--- src/rtl/coin_start_seq_if.sv ---
// Coin/start sequencer port bundle.
// Request inputs from the merge logic, cabinet outputs to the core.
interface coin_start_seq_if;
    logic req_1p;
    logic req_2p;
    logic coin_req;
    logic free_play;
    logic coin_o_n;
    logic start_o_n;
    logic gear_rst;
    logic busy;

    modport master (
        output req_1p, req_2p, coin_req, free_play,
        input  coin_o_n, start_o_n, gear_rst, busy
    );

    modport slave (
        input  req_1p, req_2p, coin_req, free_play,
        output coin_o_n, start_o_n, gear_rst, busy
    );
endinterface

--- src/rtl/coin_start_seq.sv ---
// Coin/start sequencer: turns one player-request press into
// timed coin pulses, a start pulse and a gear-reset strobe.
module coin_start_seq #(
    parameter int COIN_CYC  = 300000,
    parameter int GAP_CYC   = 300000,
    parameter int START_CYC = 600000,
    parameter int HOLD_CYC  = 60000,
    parameter int COINS_1P  = 1,
    parameter int COINS_2P  = 2,
    parameter int CW        = 20
) (
    input  logic       CLK,
    input  logic       reset,
    coin_start_seq_if.slave io
);

    localparam logic [2:0] S_IDLE  = 3'd0;
    localparam logic [2:0] S_COIN  = 3'd1;
    localparam logic [2:0] S_GAP   = 3'd2;
    localparam logic [2:0] S_START = 3'd3;
    localparam logic [2:0] S_HOLD  = 3'd4;

    localparam logic [1:0] M_NONE = 2'd0;
    localparam logic [1:0] M_1P   = 2'd1;
    localparam logic [1:0] M_2P   = 2'd2;
    localparam logic [1:0] M_COIN = 2'd3;

    localparam logic [CW-1:0] T_COIN  = CW'(COIN_CYC - 1);
    localparam logic [CW-1:0] T_GAP   = CW'(GAP_CYC - 1);
    localparam logic [CW-1:0] T_START = CW'(START_CYC - 1);
    localparam logic [CW-1:0] T_HOLD  = CW'(HOLD_CYC - 1);

    localparam logic [1:0] N_1P = 2'(COINS_1P);
    localparam logic [1:0] N_2P = 2'(COINS_2P);

    // bit 0 = 1P, bit 1 = 2P, bit 2 = coin
    logic [2:0] s1;
    logic [2:0] s2;
    logic [2:0] hist;
    logic [2:0] rise;

    logic [2:0]    state;
    logic [2:0]    nxt;
    logic [1:0]    mode;
    logic [1:0]    nxt_mode;
    logic [1:0]    ncoin;
    logic [1:0]    nxt_ncoin;
    logic [CW-1:0] timer;
    logic [CW-1:0] tload;
    logic          expired;

    assign rise    = s2 & ~hist;
    assign expired = (timer == '0);

    // Two-flop synchroniser plus history for edge detection
    always_ff @(posedge CLK) begin
        if (reset) begin
            s1   <= '0;
            s2   <= '0;
            hist <= '0;
        end else begin
            s1   <= {io.coin_req, io.req_2p, io.req_1p};
            s2   <= s1;
            hist <= s2;
        end
    end

    // Next-state, mode and coin-count selection
    always_comb begin
        nxt       = state;
        nxt_mode  = mode;
        nxt_ncoin = ncoin;
        unique case (state)
            S_IDLE: begin
                if (rise[1]) begin
                    nxt_mode  = M_2P;
                    nxt_ncoin = N_2P;
                    nxt       = io.free_play ? S_START : S_COIN;
                end else if (rise[0]) begin
                    nxt_mode  = M_1P;
                    nxt_ncoin = N_1P;
                    nxt       = io.free_play ? S_START : S_COIN;
                end else if (rise[2]) begin
                    nxt_mode  = M_COIN;
                    nxt_ncoin = 2'd1;
                    nxt       = S_COIN;
                end
            end
            S_COIN: begin
                if (expired) begin
                    nxt       = S_GAP;
                    nxt_ncoin = ncoin - 2'd1;
                end
            end
            S_GAP: begin
                if (expired) begin
                    if (ncoin != 2'd0)
                        nxt = S_COIN;
                    else if (mode == M_COIN)
                        nxt = S_HOLD;
                    else
                        nxt = S_START;
                end
            end
            S_START: begin
                if (expired)
                    nxt = S_HOLD;
            end
            S_HOLD: begin
                if (expired && (s2 == 3'd0))
                    nxt = S_IDLE;
            end
            default: nxt = S_IDLE;
        endcase
    end

    // Duration to load when entering the next state
    always_comb begin
        tload = '0;
        unique case (nxt)
            S_COIN:  tload = T_COIN;
            S_GAP:   tload = T_GAP;
            S_START: tload = T_START;
            S_HOLD:  tload = T_HOLD;
            default: tload = '0;
        endcase
    end

    // State, mode, coin count and down-counter
    always_ff @(posedge CLK) begin
        if (reset) begin
            state <= S_IDLE;
            mode  <= M_NONE;
            ncoin <= 2'd0;
            timer <= '0;
        end else begin
            state <= nxt;
            mode  <= nxt_mode;
            ncoin <= nxt_ncoin;
            if (nxt != state)
                timer <= tload;
            else if (timer != '0)
                timer <= timer - CW'(1);
        end
    end

    // Outputs decoded from the next state so they move with it
    always_ff @(posedge CLK) begin
        if (reset) begin
            io.coin_o_n  <= 1'b1;
            io.start_o_n <= 1'b1;
            io.gear_rst  <= 1'b0;
            io.busy      <= 1'b0;
        end else begin
            io.coin_o_n  <= (nxt != S_COIN);
            io.start_o_n <= (nxt != S_START);
            io.gear_rst  <= (nxt == S_START) && (state != S_START);
            io.busy      <= (nxt != S_IDLE);
        end
    end

endmodule
--- src/flat_wrapper.sv ---
// flat-port wrapper written by rule: the top's interface ports become plain ports
module coin_start_seq_flat 
#(
    parameter int COIN_CYC  = 300000,
    parameter int GAP_CYC   = 300000,
    parameter int START_CYC = 600000,
    parameter int HOLD_CYC  = 60000,
    parameter int COINS_1P  = 1,
    parameter int COINS_2P  = 2,
    parameter int CW        = 20
)
  (CLK, reset, io_req_1p, io_req_2p, io_coin_req, io_free_play, io_coin_o_n, io_start_o_n, io_gear_rst, io_busy);
  coin_start_seq_if io_i ();
  input  logic CLK;
  input  logic reset;
  input wire logic [$bits(io_i.req_1p)-1:0] io_req_1p;
  input wire logic [$bits(io_i.req_2p)-1:0] io_req_2p;
  input wire logic [$bits(io_i.coin_req)-1:0] io_coin_req;
  input wire logic [$bits(io_i.free_play)-1:0] io_free_play;
  output wire logic [$bits(io_i.coin_o_n)-1:0] io_coin_o_n;
  output wire logic [$bits(io_i.start_o_n)-1:0] io_start_o_n;
  output wire logic [$bits(io_i.gear_rst)-1:0] io_gear_rst;
  output wire logic [$bits(io_i.busy)-1:0] io_busy;
  assign io_i.req_1p = io_req_1p;
  assign io_i.req_2p = io_req_2p;
  assign io_i.coin_req = io_coin_req;
  assign io_i.free_play = io_free_play;
  assign io_coin_o_n = io_i.coin_o_n;
  assign io_start_o_n = io_i.start_o_n;
  assign io_gear_rst = io_i.gear_rst;
  assign io_busy = io_i.busy;
  coin_start_seq #(.COIN_CYC(COIN_CYC), .GAP_CYC(GAP_CYC), .START_CYC(START_CYC), .HOLD_CYC(HOLD_CYC), .COINS_1P(COINS_1P), .COINS_2P(COINS_2P), .CW(CW)) u_core (.CLK(CLK), .reset(reset), .io(io_i));
endmodule
--- config.mk ---
export PLATFORM = sky130hd
export DESIGN_NAME = coin_start_seq_flat
export DESIGN_NICKNAME = d
export VERILOG_FILES = /design/src/rtl/coin_start_seq_if.sv /design/src/rtl/coin_start_seq.sv /design/src/flat_wrapper.sv
export SDC_FILE = /design/constraint.sdc
export NUM_CORES = 1
export LEC_CHECK = 0
export CAP_MARGIN = 20
export CORE_ASPECT_RATIO = 0.9
export CORE_MARGIN = 1
export CORE_UTILIZATION = 55
export CTS_CLUSTER_SIZE = 8
export DETAILED_ROUTE_END_ITERATION = 8
export MAX_ROUTING_LAYER = met4
export PLACE_DENSITY = 0.74
export SETUP_SLACK_MARGIN = 0.2
export SYNTH_ARGS = -nofsm -noshare
export SYNTH_HDL_FRONTEND = slang
export SYNTH_SLANG_ARGS = --single-unit
export TNS_END_PERCENT = 10
--- constraint.sdc ---
create_clock -name CLK -period 2.9 [get_ports CLK]
set_clock_uncertainty 0.15 [all_clocks]
set_input_delay 0.435 -clock CLK [delete_from_list [all_inputs] [get_ports CLK]]
set_output_delay 0.435 -clock CLK [all_outputs]
set_load 0.05 [all_outputs]
-- Yosys cells after proc, flatten, opt, wreduce, memory -nomap -nowiden
Index checks and enable logic that the tools add are counted.
- $add $sub $neg: 2
- equal/unequal tests: 15
- muxes and demuxes: 22
- bitwise gates (word level): 2
- reductions and logical operators: 14
- operators by type and width (cell ; count):
    $pmux W20 S3 ; 1
    $mux W20 ; 2
    $mux W3 ; 9
    $logic_not A20 Y1 ; 1
    $reduce_bool A20 Y1 ; 1
    $sub A20 B1 Y20 const B ; 1
    $mux W2 ; 8
    $pmux W3 S5 ; 1
    $eq A3 B2 Y1 const B ; 4
    $eq A3 B1 Y1 const B ; 2
    $eq A3 B3 Y1 const B ; 2
    $logic_not A3 Y1 ; 2
    $ne A3 B2 Y1 const B ; 2
    $reduce_bool A2 Y1 ; 3
    $reduce_bool A3 Y1 ; 2
    $ne A4 B1 Y1 const B ; 1
    $pmux W2 S2 ; 1
    $and A3 B3 Y3 ; 1
    $ne A3 B1 Y1 const B ; 1
    $ne A3 B3 Y1 ; 1
    $not A3 Y3 ; 1
    $reduce_and A3 Y1 ; 1
    $eq A2 B2 Y1 const B ; 1
    $logic_and A1 B1 Y1 ; 2
    4 further kinds ; 4
- register bits: 40
- input port bits: 6
- output and inout bits: 4
- logic and storage cells: 66

-- Longest topological paths before layout
Gate-level depths: netlist (run 1).
- depth in word-level cells: 10
- mapped depth: 11
- gate-level depth less buffers: 9

-- Worst setup path after synthesis (run 1)
Ideal clock, no wire load.
- kind: register -> register
- start point: reg u_core.timer[0]
- end point: reg u_core.timer[10]
- setup time: 0.087 ns
- arrival: 2.221 ns
- path slack: 0.442 ns
- stages on the path, launching flop included: 11
- cell sequence: dfxtp_1 -> inv_1 -> ha_1 -> nor3b_2 -> and4_1 -> buf_6 -> a311oi_1 -> a311o_1 -> or3_4 -> or2_4 -> o31ai_1
- longest elaborated chain between the ends: 8
- elaborated cells on any way between the ends: 19
- classes of those cells: add/sub (1); eq/ne (5); mux (8); reduce/logical (5)
- ends and longest elaborated chain (element ; RTL line ; text):
    start: declaration ; coin_start_seq.sv:48 ; logic [CW-1:0] timer;
    start signal: assignment ; coin_start_seq.sv:141 ; timer <= tload;
    start signal: assignment ; coin_start_seq.sv:143 ; timer <= timer - CW'(1);
    $logic_not A20 Y1 ; coin_start_seq.sv:53 ; assign expired = (timer == '0);
    $logic_and A1 B1 Y1 ; coin_start_seq.sv:110 ; if (expired && (s2 == 3'd0))
    $mux W3 ; coin_start_seq.sv:110 ;
    $pmux W3 S5 ; coin_start_seq.sv:73 ; unique case (state)
    $eq A3 B1 Y1 or $eq A3 B2 Y1 (tied branches) ; coin_start_seq.sv:120 ; unique case (nxt)
    $reduce_or A2 Y1 (no source line) ; n/a ;
    $pmux W20 S3 ; coin_start_seq.sv:120 ;
    $mux W20 ; coin_start_seq.sv:140 ; if (nxt != state)
Several ways; a longest one is shown, not always the timed one. The select of a mux whose other input is x is not followed.
A chain may end at the register's enable or synchronous reset.

-- Final worst setup path (run 1)
- start point: reg u_core.timer[0]
- end point: reg u_core.timer[0]
The elaborated chain is that of the path after synthesis.

==> summary.json, run 1 <==
{
  "status": {"value": "complete, no violations"},
  "io_buffer_count": {"value": 9},
  "antenna_found_initial": {"value": 0},
  "synth.area.mux_share": {"value": 0, "unit": "%"},
  "post-route-min-period": {"value": 2.661, "unit": "ns"},
  "placement.setup.worst_slack": {"value": 0.1169, "unit": "ns"},
  "min-delay-path-class": {"value": "reg2reg"},
  "core_region_area": {"value": 3428, "unit": "sq um"},
  "r2r_setup_slack": {"value": 0.24, "unit": "ns"},
  "first_drt_pass_iteration_count": {"value": 5},
  "critical_path.cell_chain": {"value": "inv_1, ha_1, nor3b_4, and4_4, a311oi_1, a311o_2, a21bo_2, o21ai_2, a221oi_2"},
  "synthAdderAreaFrac": {"value": 1.241, "unit": "%"},
  "drv_slew": {"value": 0},
  "grt_pass1_vias": {"value": 1548},
  "clk_pin_slew": {"value": 0.08, "unit": "ns"},
  "totalNegativeSetupSlack": {"value": 0, "unit": "ns"},
  "syn-cell-area": {"value": 2017, "unit": "sq um"},
  "worst_r2r_path_depth": {"value": 9},
  "tritoncts_clock_tree": {"value": "built"},
  "initial_utilization": {"value": 58.83, "unit": "%"},
  "post-place-cells": {"value": 276},
  "startpoint_type": {"value": "flip-flop"},
  "regToRegEndpoint": {"value": "u_core.timer[0]"},
  "htree_levels": {"value": 2},
  "synth_compound_gate_area_share": {"value": 18.05, "unit": "%"},
  "clock-sinks": {"value": 40},
  "maximum_ir_drop_on_the_vdd_rail": {"value": 0.4196, "unit": "mV"},
  "postSynth.asyncResetShare": {"value": 0, "unit": "%"},
  "postSynth.topFlopCell": {"value": "sky130_fd_sc_hd__dfxtp_1"},
  "layout_commonest_cell": {"value": "sky130_fd_sc_hd__dfxtp_1"},
  "avgViaCountPerCell": {"value": 6.059},
  "horizontal_die_dimension": {"value": 65.83, "unit": "um"},
  "gp_congestion": {"value": 0.8883},
  "layout_common_cells": {"value": "40 x sky130_fd_sc_hd__dfxtp_1, 21 x sky130_fd_sc_hd__nor2_1, 18 x sky130_fd_sc_hd__nand2_1"},
  "finalCritPeriodShare": {"value": 91.76, "unit": "%"},
  "synth_edf_count": {"value": 0},
  "worst_stage_delay_on_the_critical_path": {"value": 0.39, "unit": "ns"},
  "grt_usage": {"value": 25.22, "unit": "%"},
  "post_synth_and_or_nand_nor_area_fraction": {"value": 28.72, "unit": "%"},
  "floorplan.die_area": {"value": 3914, "unit": "sq um"},
  "min_path_cells": {"value": 1},
  "dpl.hpwl": {"value": 3.170, "unit": "mm"},
  "drt_iter0_drc": {"value": 99},
  "final-hold-violation-count": {"value": 0},
  "worst-endpoint-arrival": {"value": 2.71, "unit": "ns"},
  "critical_path.reg2reg.startpoint": {"value": "u_core.timer[0]"},
  "post-route-worst-setup-slack": {"value": 0.2388, "unit": "ns"},
  "hold_end": {"value": "u_core.s2[1]"},
  "grt_setup_unrepaired": {"value": "true"},
  "grt_pass1_wl": {"value": 7.107, "unit": "mm"},
  "powerDensity": {"value": 772.4, "unit": "nW/um^2"},
  "library_cells_used_by_synthesis": {"value": 59},
  "final_antenna_net_count": {"value": 0},
  "min_from": {"value": "u_core.s1[1]"},
  "globalRoute.totalOverflow": {"value": 0},
  "finalNetCount": {"value": 252},
  "die_h": {"value": 59.45, "unit": "um"},
  "fin_cells": {"value": 289},
  "area_delta_synth_final": {"value": 16.00, "unit": "%"},
  "final_layout_size_suffix_gt1_share": {"value": 20.00, "unit": "%"},
  "synth_sequential_area_ratio": {"value": 39.70, "unit": "%"},
  "critical_path_required": {"value": 2.95, "unit": "ns"},
  "core.rowCount": {"value": 20},
  "route.vias.total": {"value": 1751},
  "clock.fmax": {"value": 0.3758, "unit": "GHz"},
  "setup.worst_path.class": {"value": "reg2reg"},
  "yosys_register_bits": {"value": 40},
  "synthesis.instances": {"value": 224},
  "grt_start_max_net_pins": {"value": 19},
  "num_io_pins": {"value": 10},
  "synth_xor_area_share": {"value": 6.079, "unit": "%"},
  "numCtsBuffers": {"value": 5},
  "hold_fix_buffers_cts": {"value": 0},
  "crit_path_top_delay_cell": {"value": "sky130_fd_sc_hd__a311o_2"},
  "num_antenna_cells": {"value": 0},
  "setup_viol_count_final": {"value": 0},
  "clock_tree.buffer_depth": {"value": 2},
  "postSynthAreaPerCell": {"value": 9.004, "unit": "sq um"},
  "drc": {"value": 0},
  "relSlewSlack": {"value": 67.01, "unit": "%"},
  "clk_latency": {"value": 0.30, "unit": "ns"},
  "worstMarginPinSlew": {"value": 0.4932, "unit": "ns"},
  "final_wl": {"value": 4.668, "unit": "mm"},
  "max_cap_viol_count": {"value": 0},
  "leakage": {"value": 0.9203, "unit": "nW"},
  "worstPathMaxFanout": {"value": 8},
  "clockRootBuffer": {"value": "sky130_fd_sc_hd__clkbuf_8"},
  "main_combinational_cell_family_by_area_after_synthesis": {"value": "simple AND/OR/NAND/NOR gates"},
  "yosys_warnings": {"value": 0},
  "detail_route.wl_per_cell": {"value": 16.15, "unit": "um"},
  "cp-end-kind": {"value": "flip-flop"},
  "synthesis.nets": {"value": 232}
}
-- cell families after synthesis --
group,count (synthesis)
adder cells (fa/ha/maj),2
XOR/XNOR,14
AO/OA/AOI/OAI,52
flip-flops,40
AND/OR/NAND/NOR,99
buffers and inverters,17
-- critical path: cells and delay by family, from the launching register on --
family,cells,cell delay [ns]
adders and majority gates,1,0.21
DFF,1,0.35
and+or+nand+nor,2,0.59
AOI/OAI and AO/OA,5,1.18
buffers and inverters,1,0.09
-- routing by layer --
| layer | GRT usage, % | up-vias | wire length (um) | part of all wire [%] |
|---|---|---|---|---|
| met5 | - | - | 0 | 0 |
| met4 | 10.56 | 0 | 97 | 2.1 |
| met3 | 4.615 | 13 | 257 | 5.5 |
| met2 | 39.94 | 77 | 2316 | 50 |
| met1 | 31.55 | 819 | 1995 | 43 |
| li1 | - | 842 | - | - |
-- power breakdown --
part / switching, W / internal [W]
combinational: 0.000335 / 0.000293
sequential: 0.0000896 / 0.000629
clock: 0.000201 / 0.000259
-- registers in the layout, indices dropped and copies added (netlist names) --
register / cells
u_core.io.start_o_n: 1
u_core.s1: 3
u_core.timer: 20
u_core.io.gear_rst: 1
u_core.ncoin: 2
u_core.s2: 3
u_core.io.coin_o_n: 1
u_core.mode: 2
u_core.io.busy: 1
u_core.hist: 3
u_core.state: 3
-- final cells by class --
class / instances / area [sq um]
tap: 44 / 55.05
multi-input combinational: 167 / 1131
clock inverter: 3 / 46.29
sequential: 40 / 800.8
fill: 249 / 1089
timing repair buffer: 24 / 215.2
clock buffer: 5 / 68.82
inverter: 6 / 22.52
-- cell usage after synthesis (3+ instances only) --
master	number	share of area [%]
sky130_fd_sc_hd__xnor2_1	8	3.5
sky130_fd_sc_hd__clkbuf_1	3	0.56
sky130_fd_sc_hd__a31oi_1	6	1.9
sky130_fd_sc_hd__o21ai_0	7	1.7
sky130_fd_sc_hd__a221oi_1	3	1.3
sky130_fd_sc_hd__a21oi_1	16	4.0
sky130_fd_sc_hd__nand2_1	18	3.3
sky130_fd_sc_hd__nor2_1	21	3.9
sky130_fd_sc_hd__nor3_1	4	0.99
sky130_fd_sc_hd__or3_1	7	2.2
sky130_fd_sc_hd__nand3_1	6	1.5
sky130_fd_sc_hd__nor4_1	4	1.2
sky130_fd_sc_hd__inv_1	6	1.1
sky130_fd_sc_hd__clkbuf_8	3	2.0
sky130_fd_sc_hd__dfxtp_1	40	40
sky130_fd_sc_hd__xor2_1	6	2.6
sky130_fd_sc_hd__nor2b_1	11	3.4
-- how the worst max path moves through the flow --
stage,cells past startpoint,endpoint,start
4_1_cts,9,u_core.timer[5],u_core.timer[0]
3_3_place_gp,9,u_core.timer[10],u_core.timer[0]
5_1_grt,9,u_core.timer[0],u_core.timer[0]
3_5_place_dp,9,u_core.timer[5],u_core.timer[0]
6_report,9,u_core.timer[0],u_core.timer[0]
2_1_floorplan,10,u_core.timer[10],u_core.timer[0]
-- timing repair --
item	CTS	global route
resized for setup	3	5
setup endpoints to repair	11	19
setup buffers	0	5
pin swaps	0	2
-- metrics by stage --
stage / power, W / utilization (%) / hold slack [ns] / cell area [sq um]
2_1_floorplan: 0.001135 / - / 0.2638 / 2017
3_5_place_dp: 0.001267 / 62.26 / 0.2832 / 2135
5_1_grt: 0.001903 / 68.25 / 0.3146 / 2340
4_1_cts: 0.001743 / 65.88 / 0.3045 / 2258
6_report: 0.001807 / 68.25 / 0.2985 / 2340
3_3_place_gp: 0.001244 / 62.26 / 0.2786 / 2135
Power figures use the tool's default switching activity.
==> run 2: changes to the inputs <==
CAP_MARGIN = unset   (was 20)
CTS_CLUSTER_SIZE = unset   (was 8)
RECOVER_POWER = 100   (was unset)
==> summary.json, run 2 (synthesized netlist as in run 1, its figures left out) <==
{
  "powerDensity": {"value": 772.1, "unit": "nW/um^2", "change": "was 772.4 nW/um^2"},
  "post-route-min-period": {"value": 2.672, "unit": "ns", "change": "was 2.661 ns"},
  "drv_slew": {"value": 0, "change": "unchanged"},
  "io_buffer_count": {"value": 9, "change": "unchanged"},
  "final_antenna_net_count": {"value": 0, "change": "unchanged"},
  "route.vias.total": {"value": 1742, "change": "was 1751"},
  "tritoncts_clock_tree": {"value": "built", "change": "unchanged"},
  "largest_register": {"value": "u_core.timer", "change": "unchanged"},
  "finalCritPeriodShare": {"value": 92.15, "unit": "%", "change": "was 91.76%"},
  "clock-sinks": {"value": 40, "change": "unchanged"},
  "power_switching_share": {"value": 34.73, "unit": "%", "change": "was 34.63%"},
  "flip_flop_count_of_the_largest_register_all_copies_and_words_added": {"value": 20, "change": "unchanged"},
  "htree_levels": {"value": 2, "change": "unchanged"},
  "total_power": {"value": 0.001791, "unit": "W", "change": "was 0.001807 W"},
  "setup_viol_count_final": {"value": 0, "change": "unchanged"},
  "status": {"value": "complete, no violations", "change": "unchanged"},
  "numCtsBuffers": {"value": 5, "change": "unchanged"},
  "gp_congestion": {"value": 0.8883, "change": "unchanged"},
  "max_cap_viol_count": {"value": 0, "change": "unchanged"},
  "finalNetCount": {"value": 252, "change": "unchanged"},
  "grt_usage": {"value": 25.22, "unit": "%", "change": "unchanged"},
  "core_region_area": {"value": 3428, "unit": "sq um", "change": "unchanged"},
  "relSlewSlack": {"value": 50.11, "unit": "%", "change": "was 67.01%"},
  "min-delay-path-class": {"value": "reg2reg", "change": "unchanged"},
  "setup.worst_path.class": {"value": "reg2reg", "change": "unchanged"},
  "globalRoute.totalOverflow": {"value": 0, "change": "unchanged"},
  "startpoint_type": {"value": "flip-flop", "change": "unchanged"},
  "num_antenna_cells": {"value": 0, "change": "unchanged"},
  "share_of_power_burned_in_registers": {"value": 40.0, "unit": "%", "change": "was 39.8%"},
  "horizontal_die_dimension": {"value": 65.83, "unit": "um", "change": "unchanged"},
  "clockRootBuffer": {"value": "sky130_fd_sc_hd__clkbuf_8", "change": "unchanged"},
  "p_clk_share": {"value": 25.7, "unit": "%", "change": "was 25.5%"},
  "power_switching": {"value": 0.0006220, "unit": "W", "change": "was 0.0006258 W"},
  "grt_pass1_vias": {"value": 1548, "change": "unchanged"},
  "area_delta_synth_final": {"value": 15.01, "unit": "%", "change": "was 16.00%"},
  "crit_path_top_delay_cell": {"value": "sky130_fd_sc_hd__a311o_2", "change": "unchanged"},
  "layout_common_cells": {"value": "40 x sky130_fd_sc_hd__dfxtp_1, 21 x sky130_fd_sc_hd__nor2_1, 18 x sky130_fd_sc_hd__nand2_1", "change": "unchanged"},
  "worst-endpoint-arrival": {"value": 2.74, "unit": "ns", "change": "was 2.71 ns"},
  "num_io_pins": {"value": 10, "change": "unchanged"},
  "clock_tree.buffer_depth": {"value": 2, "change": "unchanged"},
  "maximum_ir_drop_on_the_vdd_rail": {"value": 0.4190, "unit": "mV", "change": "was 0.4196 mV"},
  "grt_pass1_wl": {"value": 7.107, "unit": "mm", "change": "unchanged"},
  "first_drt_pass_iteration_count": {"value": 4, "change": "was 5"},
  "min_path_cells": {"value": 1, "change": "unchanged"},
  "path_depth": {"value": 9, "change": "unchanged"},
  "critical_path.reg2reg.startpoint": {"value": "u_core.timer[0]", "change": "unchanged"},
  "floorplan.die_area": {"value": 3914, "unit": "sq um", "change": "unchanged"},
  "cell_internal_pwr": {"value": 0.001169, "unit": "W", "change": "was 0.001181 W"},
  "clk_latency": {"value": 0.30, "unit": "ns", "change": "about the same"},
  "totalNegativeSetupSlack": {"value": 0, "unit": "ns", "change": "unchanged"},
  "drc": {"value": 0, "change": "unchanged"},
  "core.rowCount": {"value": 20, "change": "unchanged"},
  "critical_path.cell_chain": {"value": "inv_1, ha_1, nor3b_4, and4_4, a311oi_1, a311o_2, or3_1, or2_0, o31ai_1", "change": "was inv_1, ha_1, nor3b_4, and4_4, a311oi_1, a311o_2, a21bo_2, o21ai_2, a221oi_2"},
  "worst_r2r_path_depth": {"value": 9, "change": "unchanged"},
  "final_wl": {"value": 4.656, "unit": "mm", "change": "was 4.668 mm"},
  "initial_utilization": {"value": 58.83, "unit": "%", "change": "unchanged"},
  "leakage": {"value": 0.9114, "unit": "nW", "change": "was 0.9203 nW"},
  "critical_path_required": {"value": 2.96, "unit": "ns", "change": "was 2.95 ns"},
  "hold_end": {"value": "u_core.s2[1]", "change": "unchanged"},
  "clk_pin_slew": {"value": 0.08, "unit": "ns", "change": "about the same"},
  "worstPathMaxFanout": {"value": 8, "change": "unchanged"},
  "grt_setup_unrepaired": {"value": "true", "change": "unchanged"},
  "dpl.hpwl": {"value": 3.170, "unit": "mm", "change": "unchanged"},
  "path_buf_inv": {"value": 1, "change": "unchanged"},
  "worst_stage_delay_on_the_critical_path": {"value": 0.39, "unit": "ns", "change": "about the same"},
  "antenna_found_initial": {"value": 0, "change": "unchanged"},
  "regToRegEndpoint": {"value": "u_core.timer[5]", "change": "was u_core.timer[0]"},
  "clock.fmax": {"value": 0.3742, "unit": "GHz", "change": "was 0.3758 GHz"},
  "hold_fix_buffers_cts": {"value": 0, "change": "unchanged"},
  "grt_start_max_net_pins": {"value": 19, "change": "unchanged"},
  "worstMarginPinSlew": {"value": 0.7483, "unit": "ns", "change": "was 0.4932 ns"},
  "final-hold-violation-count": {"value": 0, "change": "unchanged"},
  "final_layout_size_suffix_gt1_share": {"value": 18.78, "unit": "%", "change": "was 20.00%"},
  "avgViaCountPerCell": {"value": 6.028, "change": "was 6.059"},
  "p_comb_share": {"value": 34.3, "unit": "%", "change": "was 34.8%"},
  "cp-end-kind": {"value": "flip-flop", "change": "unchanged"},
  "min_from": {"value": "u_core.s1[1]", "change": "unchanged"},
  "detail_route.wl_per_cell": {"value": 16.11, "unit": "um", "change": "was 16.15 um"},
  "layout_commonest_cell": {"value": "sky130_fd_sc_hd__dfxtp_1", "change": "unchanged"},
  "r2r_setup_slack": {"value": 0.23, "unit": "ns", "change": "was 0.24 ns"},
  "path_delay_family": {"value": "simple AND/OR/NAND/NOR gates", "change": "was compound AO/OA/AOI/OAI gates"},
  "drt_iter0_drc": {"value": 121, "change": "was 99"},
  "die_h": {"value": 59.45, "unit": "um", "change": "unchanged"}
}
-- run 2: changes by cell type in the layout (fill, tap and decap cells not counted), sizes merged --
cell	previous run	this run
buf	15	12
clkbuf	5	8
clkdlybuf4s50	9	4
dlygate4sd3	0	5
-- run 2: worst max path at each step --
stage	slack, ns	from	to
2_1_floorplan	0.44	u_core.timer[0]	u_core.timer[10]
4_1_cts	0.19	u_core.timer[0]	u_core.timer[5]
3_5_place_dp	0.12	u_core.timer[0]	u_core.timer[5]
6_report	0.23	u_core.timer[0]	u_core.timer[5]
3_3_place_gp	0.25	u_core.timer[0]	u_core.timer[10]
5_1_grt	0.09	u_core.timer[10]	u_core.timer[13]
-- run 2: timing repair --
| item | CTS | global route |
|---|---|---|
| endpoints found under the setup margin | 11 | 19 |
| gates resized for setup | 3 | 5 |
| pin swaps | 0 | 2 |
| cloned | 0 | 0 |
| buffers inserted | 0 | 5 |
-- run 2: metal layers --
layer  wire length [um]  share of wire (%)  vias to the layer above  track usage [%]
li1                   -                  -                      842                -
met1               2016                 43                      819            31.55
met4                104                2.2                        0            10.56
met2               2289                 49                       68            39.94
met5                  0                  0                        -                -
met3                245                5.3                       13            4.615
-- run 2: area by class of cell --
class                      count  area [sq um]
sequential                    40         800.8
timing repair buffer          24         209.0
inverter                       6         22.52
tap                           44         55.05
fill                         251          1109
multi-input combinational    167          1117
clock buffer                   5         68.82
clock inverter                 3         46.29
-- run 2: power by group through the flow --
stage / Combinational, W / Sequential (W) / Clock [W]
6_report: 0.000614 / 0.000717 / 0.000460
3_5_place_dp: 0.000546 / 0.000721 / 0
4_1_cts: 0.000563 / 0.000710 / 0.000470
3_3_place_gp: 0.000530 / 0.000713 / 0
2_1_floorplan: 0.000421 / 0.000714 / 0
5_1_grt: 0.000671 / 0.000726 / 0.000490
-- run 2: metrics by stage --
stage          hold WS (ns)  area (sq um)  cells  worst slack, ns  utilization (%)
2_1_floorplan        0.2638          2017    224           0.4421                -
3_3_place_gp         0.2786          2135    276           0.2547            62.26
3_5_place_dp         0.2832          2135    276           0.1169            62.26
4_1_cts              0.3045          2258    284           0.1933            65.88
5_1_grt              0.3146          2320    289          0.09389            67.66
6_report             0.3012          2320    289           0.2278            67.66
